<file path="src/rtl/operand_fwd_ctrl_if.sv">
`default_nettype none
// ============================================================================
//  Module   : operand_fwd_ctrl_if
//  Purpose  : Bundles the ID-stage instruction fields, flush/clear controls
//             and the forwarding/stall outputs of operand_fwd_ctrl.
//  Ports    : id_valid, id_rs1, id_rs2, id_use_rs1, id_use_rs2, id_rd,
//             id_wr_en, id_is_load, flush, cnt_clr   (master -> slave)
//             stall, fwd_x_sel, fwd_y_sel, stall_cnt (slave -> master)
//  Revision : 1.0  initial release
// ============================================================================
interface operand_fwd_ctrl_if #(
  parameter int REG_AW = 3,
  parameter int CNT_W  = 16
);
  logic              id_valid;
  logic [REG_AW-1:0] id_rs1;
  logic [REG_AW-1:0] id_rs2;
  logic              id_use_rs1;
  logic              id_use_rs2;
  logic [REG_AW-1:0] id_rd;
  logic              id_wr_en;
  logic              id_is_load;
  logic              flush;
  logic              cnt_clr;
  logic              stall;
  logic [1:0]        fwd_x_sel;
  logic [1:0]        fwd_y_sel;
  logic [CNT_W-1:0]  stall_cnt;

  modport master (
    output id_valid, id_rs1, id_rs2, id_use_rs1, id_use_rs2,
           id_rd, id_wr_en, id_is_load, flush, cnt_clr,
    input  stall, fwd_x_sel, fwd_y_sel, stall_cnt
  );

  modport slave (
    input  id_valid, id_rs1, id_rs2, id_use_rs1, id_use_rs2,
           id_rd, id_wr_en, id_is_load, flush, cnt_clr,
    output stall, fwd_x_sel, fwd_y_sel, stall_cnt
  );
endinterface
`default_nettype wire

</file>
<file path="src/rtl/operand_fwd_ctrl.sv">
`default_nettype none
// ============================================================================
//  Module   : operand_fwd_ctrl
//  Purpose  : Forwarding and load-use hazard controller for the four-stage
//             ID/EX/MEM/WB pipeline. Tracks destinations of in-flight
//             instructions and registers the EX operand mux selects.
//  Ports    : clk    - system clock (rising edge)
//             rst_n  - asynchronous active-low reset
//             bus    - operand_fwd_ctrl_if slave: ID fields, flush, cnt_clr
//                      in; stall (combinational), fwd_x_sel, fwd_y_sel,
//                      stall_cnt out
//  Select   : 00 regfile, 01 EX/MEM ALU, 10 MEM/WB, 11 WB write-back
//  Revision : 1.0  initial release
// ============================================================================
module operand_fwd_ctrl #(
  parameter int REG_AW = 3,
  parameter int CNT_W  = 16
) (
  input  wire logic             clk,
  input  wire logic             rst_n,
  operand_fwd_ctrl_if.slave     bus
);

  localparam logic [1:0]       c_SEL_RF  = 2'b00;
  localparam logic [1:0]       c_SEL_EX  = 2'b01;
  localparam logic [1:0]       c_SEL_MEM = 2'b10;
  localparam logic [1:0]       c_SEL_WB  = 2'b11;
  localparam logic [CNT_W-1:0] c_CNT_MAX = '1;

  // Scoreboard records. Only the EX record needs the load flag: by the time
  // a load reaches MEM its data is forwardable like any other result.
  logic              r_ex_v,  r_mem_v,  r_wb_v;
  logic [REG_AW-1:0] r_ex_rd, r_mem_rd, r_wb_rd;
  logic              r_ex_wr, r_mem_wr, r_wb_wr;
  logic              r_ex_ld;

  logic [1:0]        r_fwd_x;
  logic [1:0]        r_fwd_y;
  logic [CNT_W-1:0]  r_cnt;

  logic w_x_ex, w_x_mem, w_x_wb;
  logic w_y_ex, w_y_mem, w_y_wb;
  logic w_stall;
  logic w_take;
  logic [1:0] w_sel_x, w_sel_y;

  // R0 is hardwired zero, so it never needs a forward.
  function automatic logic f_match(
    input logic              v,
    input logic              wr,
    input logic [REG_AW-1:0] rd,
    input logic [REG_AW-1:0] src,
    input logic              use_src
  );
    return v && wr && use_src && (src != '0) && (rd == src);
  endfunction

  // Youngest producer wins. An EX match on a load never reaches here with
  // w_take set, because that case stalls instead.
  function automatic logic [1:0] f_sel(
    input logic m_ex,
    input logic m_mem,
    input logic m_wb,
    input logic ex_ld
  );
    if (m_ex && !ex_ld) return c_SEL_EX;
    else if (m_mem)     return c_SEL_MEM;
    else if (m_wb)      return c_SEL_WB;
    else                return c_SEL_RF;
  endfunction

  assign w_x_ex  = f_match(r_ex_v,  r_ex_wr,  r_ex_rd,  bus.id_rs1, bus.id_use_rs1);
  assign w_x_mem = f_match(r_mem_v, r_mem_wr, r_mem_rd, bus.id_rs1, bus.id_use_rs1);
  assign w_x_wb  = f_match(r_wb_v,  r_wb_wr,  r_wb_rd,  bus.id_rs1, bus.id_use_rs1);
  assign w_y_ex  = f_match(r_ex_v,  r_ex_wr,  r_ex_rd,  bus.id_rs2, bus.id_use_rs2);
  assign w_y_mem = f_match(r_mem_v, r_mem_wr, r_mem_rd, bus.id_rs2, bus.id_use_rs2);
  assign w_y_wb  = f_match(r_wb_v,  r_wb_wr,  r_wb_rd,  bus.id_rs2, bus.id_use_rs2);

  // Flush overrides a load-use hazard: the consumer is squashed anyway.
  assign w_stall = bus.id_valid && !bus.flush && r_ex_ld && (w_x_ex || w_y_ex);
  assign w_take  = bus.id_valid && !bus.flush && !w_stall;

  assign w_sel_x = w_take ? f_sel(w_x_ex, w_x_mem, w_x_wb, r_ex_ld) : c_SEL_RF;
  assign w_sel_y = w_take ? f_sel(w_y_ex, w_y_mem, w_y_wb, r_ex_ld) : c_SEL_RF;

  always_ff @(posedge clk or negedge rst_n) begin
    if (!rst_n) begin
      r_ex_v   <= 1'b0;
      r_ex_rd  <= '0;
      r_ex_wr  <= 1'b0;
      r_ex_ld  <= 1'b0;
      r_mem_v  <= 1'b0;
      r_mem_rd <= '0;
      r_mem_wr <= 1'b0;
      r_wb_v   <= 1'b0;
      r_wb_rd  <= '0;
      r_wb_wr  <= 1'b0;
      r_fwd_x  <= c_SEL_RF;
      r_fwd_y  <= c_SEL_RF;
      r_cnt    <= '0;
    end else begin
      r_wb_v   <= r_mem_v;
      r_wb_rd  <= r_mem_rd;
      r_wb_wr  <= r_mem_wr;
      r_mem_v  <= r_ex_v;
      r_mem_rd <= r_ex_rd;
      r_mem_wr <= r_ex_wr;

      if (w_take) begin
        r_ex_v  <= 1'b1;
        r_ex_rd <= bus.id_rd;
        r_ex_wr <= bus.id_wr_en;
        r_ex_ld <= bus.id_is_load;
      end else begin
        r_ex_v  <= 1'b0;
        r_ex_rd <= '0;
        r_ex_wr <= 1'b0;
        r_ex_ld <= 1'b0;
      end

      r_fwd_x <= w_sel_x;
      r_fwd_y <= w_sel_y;

      if (bus.cnt_clr) begin
        r_cnt <= '0;
      end else if (w_stall && (r_cnt != c_CNT_MAX)) begin
        r_cnt <= r_cnt + 1'b1;
      end
    end
  end

  assign bus.stall     = w_stall;
  assign bus.fwd_x_sel = r_fwd_x;
  assign bus.fwd_y_sel = r_fwd_y;
  assign bus.stall_cnt = r_cnt;

endmodule
`default_nettype wire

</file>
<file path="src/flat_wrapper.sv">
// flat-port wrapper written by rule: the top's interface ports become plain ports
module operand_fwd_ctrl_flat 
#(
  parameter int REG_AW = 3,
  parameter int CNT_W  = 16
)
  (clk, rst_n, bus_id_valid, bus_id_rs1, bus_id_rs2, bus_id_use_rs1, bus_id_use_rs2, bus_id_rd, bus_id_wr_en, bus_id_is_load, bus_flush, bus_cnt_clr, bus_stall, bus_fwd_x_sel, bus_fwd_y_sel, bus_stall_cnt);
  operand_fwd_ctrl_if #(.REG_AW(REG_AW), .CNT_W(CNT_W)) bus_i ();
  input  wire logic clk;
  input  wire logic rst_n;
  input wire logic [$bits(bus_i.id_valid)-1:0] bus_id_valid;
  input wire logic [$bits(bus_i.id_rs1)-1:0] bus_id_rs1;
  input wire logic [$bits(bus_i.id_rs2)-1:0] bus_id_rs2;
  input wire logic [$bits(bus_i.id_use_rs1)-1:0] bus_id_use_rs1;
  input wire logic [$bits(bus_i.id_use_rs2)-1:0] bus_id_use_rs2;
  input wire logic [$bits(bus_i.id_rd)-1:0] bus_id_rd;
  input wire logic [$bits(bus_i.id_wr_en)-1:0] bus_id_wr_en;
  input wire logic [$bits(bus_i.id_is_load)-1:0] bus_id_is_load;
  input wire logic [$bits(bus_i.flush)-1:0] bus_flush;
  input wire logic [$bits(bus_i.cnt_clr)-1:0] bus_cnt_clr;
  output wire logic [$bits(bus_i.stall)-1:0] bus_stall;
  output wire logic [$bits(bus_i.fwd_x_sel)-1:0] bus_fwd_x_sel;
  output wire logic [$bits(bus_i.fwd_y_sel)-1:0] bus_fwd_y_sel;
  output wire logic [$bits(bus_i.stall_cnt)-1:0] bus_stall_cnt;
  assign bus_i.id_valid = bus_id_valid;
  assign bus_i.id_rs1 = bus_id_rs1;
  assign bus_i.id_rs2 = bus_id_rs2;
  assign bus_i.id_use_rs1 = bus_id_use_rs1;
  assign bus_i.id_use_rs2 = bus_id_use_rs2;
  assign bus_i.id_rd = bus_id_rd;
  assign bus_i.id_wr_en = bus_id_wr_en;
  assign bus_i.id_is_load = bus_id_is_load;
  assign bus_i.flush = bus_flush;
  assign bus_i.cnt_clr = bus_cnt_clr;
  assign bus_stall = bus_i.stall;
  assign bus_fwd_x_sel = bus_i.fwd_x_sel;
  assign bus_fwd_y_sel = bus_i.fwd_y_sel;
  assign bus_stall_cnt = bus_i.stall_cnt;
  operand_fwd_ctrl #(.REG_AW(REG_AW), .CNT_W(CNT_W)) u_core (.clk(clk), .rst_n(rst_n), .bus(bus_i));
endmodule
</file>
<file path="config.mk">
export PLATFORM = sky130hd
export DESIGN_NAME = operand_fwd_ctrl_flat
export DESIGN_NICKNAME = d
export VERILOG_FILES = /design/src/rtl/operand_fwd_ctrl_if.sv /design/src/rtl/operand_fwd_ctrl.sv /design/src/flat_wrapper.sv
export SDC_FILE = /design/constraint.sdc
export NUM_CORES = 1
export LEC_CHECK = 0
export CAP_MARGIN = 30
export CELL_PAD_IN_SITES_DETAIL_PLACEMENT = 1
export CELL_PAD_IN_SITES_GLOBAL_PLACEMENT = 1
export CORE_MARGIN = 2
export CORE_UTILIZATION = 35
export DETAILED_ROUTE_END_ITERATION = 7
export PLACE_DENSITY_LB_ADDON = 0.1
export SKIP_CTS_REPAIR_TIMING = 1
export SYNTH_ARGS = -nofsm -noshare
export SYNTH_HDL_FRONTEND = slang
export SYNTH_SLANG_ARGS = --single-unit
</file>
<file path="constraint.sdc">
create_clock -name clk -period 2.4 [get_ports clk]
set_input_delay 0.48 -clock clk [delete_from_list [all_inputs] [get_ports clk]]
set_output_delay 0.48 -clock clk [all_outputs]
set_load 0.05 [all_outputs]
</file>
==> impl_table.tex <==
\begin{tabular}{lr}
\hline
Metric & Value \\
\hline
\multicolumn{2}{l}{\textbf{Outcome}} \\
\quad Run status & completed \\
\multicolumn{2}{l}{\textbf{Logic synthesis}} \\
\quad Register bit count reported by yosys & 36 \\
\quad Number of flops mapped to enable cells by yosys & 0 \\
\quad Flip-flop cell with the highest count after synthesis & dfrtp\_1 \\
\quad Dominant cell by count in the synthesized netlist & dfrtp\_1 \\
\quad Most used standard cells in the synthesized netlist & 36 x dfrtp\_1, 19 x nor2\_1, 16 x nand2\_1, 15 x xor2\_1, 10 x nand3\_1 \\
\quad Proportion of synthesized flip-flops having asynchronous set or reset & 100\% \\
\quad Synthesized area & 1850 um\^{}2 \\
\quad Sequential area share after synthesis & 48.6\% \\
\quad Cell variety after synth & 41 \\
\quad Area contributors post-synth & dfrtp\_1 49\%, xor2\_1 7.1\%, nor2\_1 3.9\%, nand2\_1 3.2\%, nand3\_1 2.7\% \\
\quad Avg Synthesized Cell Area & 9.70 um\^{}2 \\
\quad Post-synth top area share & 48.6\% \\
\quad Yosys synthesis warning count & 0 \\
\quad Synthesized netlist net count & 210 \\
\quad Post-synth top area cell & dfrtp\_1 \\
\quad Post-Syn Instances & 191 \\
\multicolumn{2}{l}{\textbf{Drt}} \\
\quad Violation count after the first detailed-route iteration & 98 \\
\quad Total number of vias & 1702 \\
\quad DRC violation count after routing & 0 \\
\quad Overall routed net length & 5.30 mm \\
\quad Met3 Wirelength & 166 um \\
\quad Via density & 5.24 \\
\quad Detailed-routed wire length on met2 & 2.97 mm \\
\quad Top layer in use & met4 \\
\quad Remaining number of nets flagged by the antenna check after routing & 0 \\
\quad Met1 routed wirelength after detailed routing & 2.04 mm \\
\quad Number of iterations in the first detailed-routing pass & 4 \\
\quad Routed length per instance & 16.3 um \\
\multicolumn{2}{l}{\textbf{Setup path}} \\
\quad Critical Path Slowest Stage Cell & dfrtp\_2 \\
\quad Data arrival time of the critical path & 1.85 ns \\
\quad WP data required & 1.92 ns \\
\quad Chain of cells forming the critical path & or3b\_1, a211oi\_2, o21a\_2, o21ai\_4, inv\_2, buf\_12 \\
\quad CP Capture Type & output pin \\
\quad Kind of start point of the critical path & register \\
\quad Number of buffers and inverters on the critical path & 2 \\
\quad Delay-heaviest family, CP & compound AO/OA/AOI/OAI gates \\
\quad Worst setup path category & register to output pin \\
\quad Worst Path Max Fanout & 4 \\
\quad Max incr delay on CP & 0.43 ns \\
\multicolumn{2}{l}{\textbf{Place}} \\
\quad Last weighted congestion value of the routability-driven placer & 0.962 \\
\quad \# port buffers & 38 \\
\quad Number of cells in the design after placement & 311 \\
\quad Pre-CTS WS & -0.242 ns \\
\quad Half-perimeter wire length after detailed placement & 4.02 mm \\
\multicolumn{2}{l}{\textbf{Global route}} \\
\quad Total overflow reported by the global router & 0 \\
\quad GRT Resource Usage Total & 19.0\% \\
\quad Initial antenna violation count & 0 \\
\quad Global-route wire length before repair & 8.83 mm \\
\quad Maximum number of pins on one net before global-route repair & 37 \\
\quad Number of global-route vias before repair & 1868 \\
\multicolumn{2}{l}{\textbf{Final layout}} \\
\quad Count of nets after finishing & 273 \\
\quad Share of layout cells above drive strength 1 & 16.9\% \\
\quad Post-layout instance count excluding filler cells & 325 \\
\quad Relative area change from synthesis to final layout & 43.5\% \\
\quad N\_diodes & 0 \\
\multicolumn{2}{l}{\textbf{STA}} \\
\quad Transition time at the pin with the least slew margin & 0.561 ns \\
\quad Setup Total Neg Slack & 0 ns \\
\quad Number of hold-slack violations in the final timing report & 0 \\
\quad Worst slew margin relative to its limit & 62.3\% \\
\quad Share of the clock period used by the worst path after layout & 97.0\% \\
\quad Post-route setup slack & 0.0715 ns \\
\quad Count of final setup violators & 0 \\
\quad Post-route clock skew & 0.00290 ns \\
\quad Shortest clock period the worst path allows after layout & 2.33 ns \\
\quad Achievable clock frequency & 429 MHz \\
\quad Number of max-slew violations in the final report & 0 \\
\quad Setup repair after global routing missed its margin & true \\
\multicolumn{2}{l}{\textbf{Clock network}} \\
\quad TritonCTS clock tree & built \\
\quad TritonCTS buffer count & 5 \\
\quad Clock network latency to the later pin of the worst-skew pair & 0.29 ns \\
\quad Root Buffer & clkbuf\_8 \\
\quad Level count of the clock H-tree & 2 \\
\quad Clock-pin transition on the worst setup and hold timing paths & 0.07 ns \\
\quad Clock Path Buffers & 2 \\
\quad TritonCTS sink count & 36 \\
\multicolumn{2}{l}{\textbf{Floorplanning}} \\
\quad Area of the die & 5890 um\^{}2 \\
\quad Standard cell core area & 5110 um\^{}2 \\
\quad Top-Level Pins & 39 \\
\quad Vert. Die Dim & 76.7 um \\
\quad Horizontal die dimension & 76.7 um \\
\quad Core Rows & 26 \\
\quad Starting utilization of the core area & 36.3\% \\
\multicolumn{2}{l}{\textbf{Pwr}} \\
\quad Cell Pwr Density & 559 nW/um\^{}2 \\
\quad Leakage power & 1.15 nW \\
\quad Max rail drop VDD & 0.270 mV \\
\multicolumn{2}{l}{\textbf{Job}} \\
\quad Count of maximum capacitance violations & 0 \\
\multicolumn{2}{l}{\textbf{Worst hold path}} \\
\quad Hold Path Class & register to register \\
\hline
\end{tabular}
==> stage by stage <==
stage          instance area, um^2  utilization [%]  hold WS, ns  power [W]
2_1_floorplan                 1850                -        0.184   0.000678
3_3_place_gp                  2430             47.6        0.357   0.000741
3_5_place_dp                  2430             47.6        0.375   0.000746
4_1_cts                       2590             50.7        0.392    0.00150
5_1_grt                       2660             52.0        0.414    0.00154
6_report                      2660             52.0        0.385    0.00149
==> layout by cell type (no fill, tap or decap), types with 2 or more instances in the layout <==
cell / count
nor2_1: 19
nor4_1: 6
nor2b_1: 3
and3_1: 5
a211oi_2: 2
a211oi_1: 2
and2_1: 6
a31oi_1: 3
mux2_2: 3
dlymetal6s2s_1: 4
dfrtp_1: 34
nand4_1: 2
a21oi_1: 8
inv_1: 5
o31a_1: 4
or4_1: 2
nor3_1: 4
o21a_2: 2
or3b_1: 2
or3_1: 4
o21ai_0: 8
nand3_1: 10
xor2_1: 15
clkbuf_8: 5
buf_4: 22
dfrtp_2: 2
clkdlybuf4s50_1: 33
o21a_1: 2
nand2_1: 16
o31ai_1: 2
xnor2_1: 3
bufinv_16: 3
==> state kept, by name (all words and copies together) (netlist names) <==
signal and count:
u_core.r_wb_v 1, u_core.r_mem_wr 1, u_core.bus.fwd_y_sel 2, u_core.r_wb_rd 3, u_core.bus.stall_cnt 16, u_core.r_ex_wr 1, u_core.r_ex_rd 3, u_core.r_ex_v 1
u_core.r_mem_v 1, u_core.r_ex_ld 1, u_core.r_wb_wr 1, u_core.bus.fwd_x_sel 2, u_core.r_mem_rd 3
==> layout make-up <==
type                    count  area [um^2]
clock buffers               5         68.8
clock inverters             3         90.1
fillers                   594         2450
inverters                   6         22.5
multi-input cells         144          908
flip-flops and latches     36          903
well taps                  70         87.6
repair buffers             61          577
==> layer usage <==
metal  GRT usage (%)  vias to the layer above
met4            8.36                        0
met3            2.94                       13
met5               0                        -
li1                -                      803
met1            19.6                      847
met2            37.4                       39
==> cells by family after synthesis <==
group / Yosys count / synth area share [%]
xor gates and xnor gates: 18 / 8.51
AOI/OAI and AO/OA: 39 / 14.4
buffers and inverters: 11 / 2.77
adders and majority gates: 1 / 0.676
muxes: 3 / 1.82
and+or+nand+nor: 83 / 23.2
DFF: 36 / 48.6
==> report_power, final <==
group	switching [W]	internal, W	leakage [nW]
Sequential	0.00000926	0.000617	0.490
Clock	0.000229	0.000520	0.0784
Combinational	0.0000535	0.0000570	0.586
Total	0.000292	0.00119	1.15
==> worst paths after layout <==
path	start	end	slack [ns]	cells after the start
hold reg to reg	u_core.r_mem_v$_DFF_PN0_	u_core.r_wb_v$_DFF_PN0_	0.38	0
setup / recovery	u_core.r_ex_rd[2]$_DFF_PN0_	bus_stall	0.07	6
min in group asynchronous	rst_n	u_core.bus.stall_cnt[5]$_DFFE_PN0P_	0.62	2
hold / removal	u_core.r_mem_v$_DFF_PN0_	u_core.r_wb_v$_DFF_PN0_	0.38	0
max in group asynchronous	rst_n	u_core.r_ex_rd[0]$_DFF_PN0_	1.42	2
setup reg to reg	u_core.r_ex_rd[2]$_DFF_PN0_	u_core.bus.stall_cnt[4]$_DFFE_PN0P_	0.15	7
Note: power is estimated with default switching activity, not from simulation.
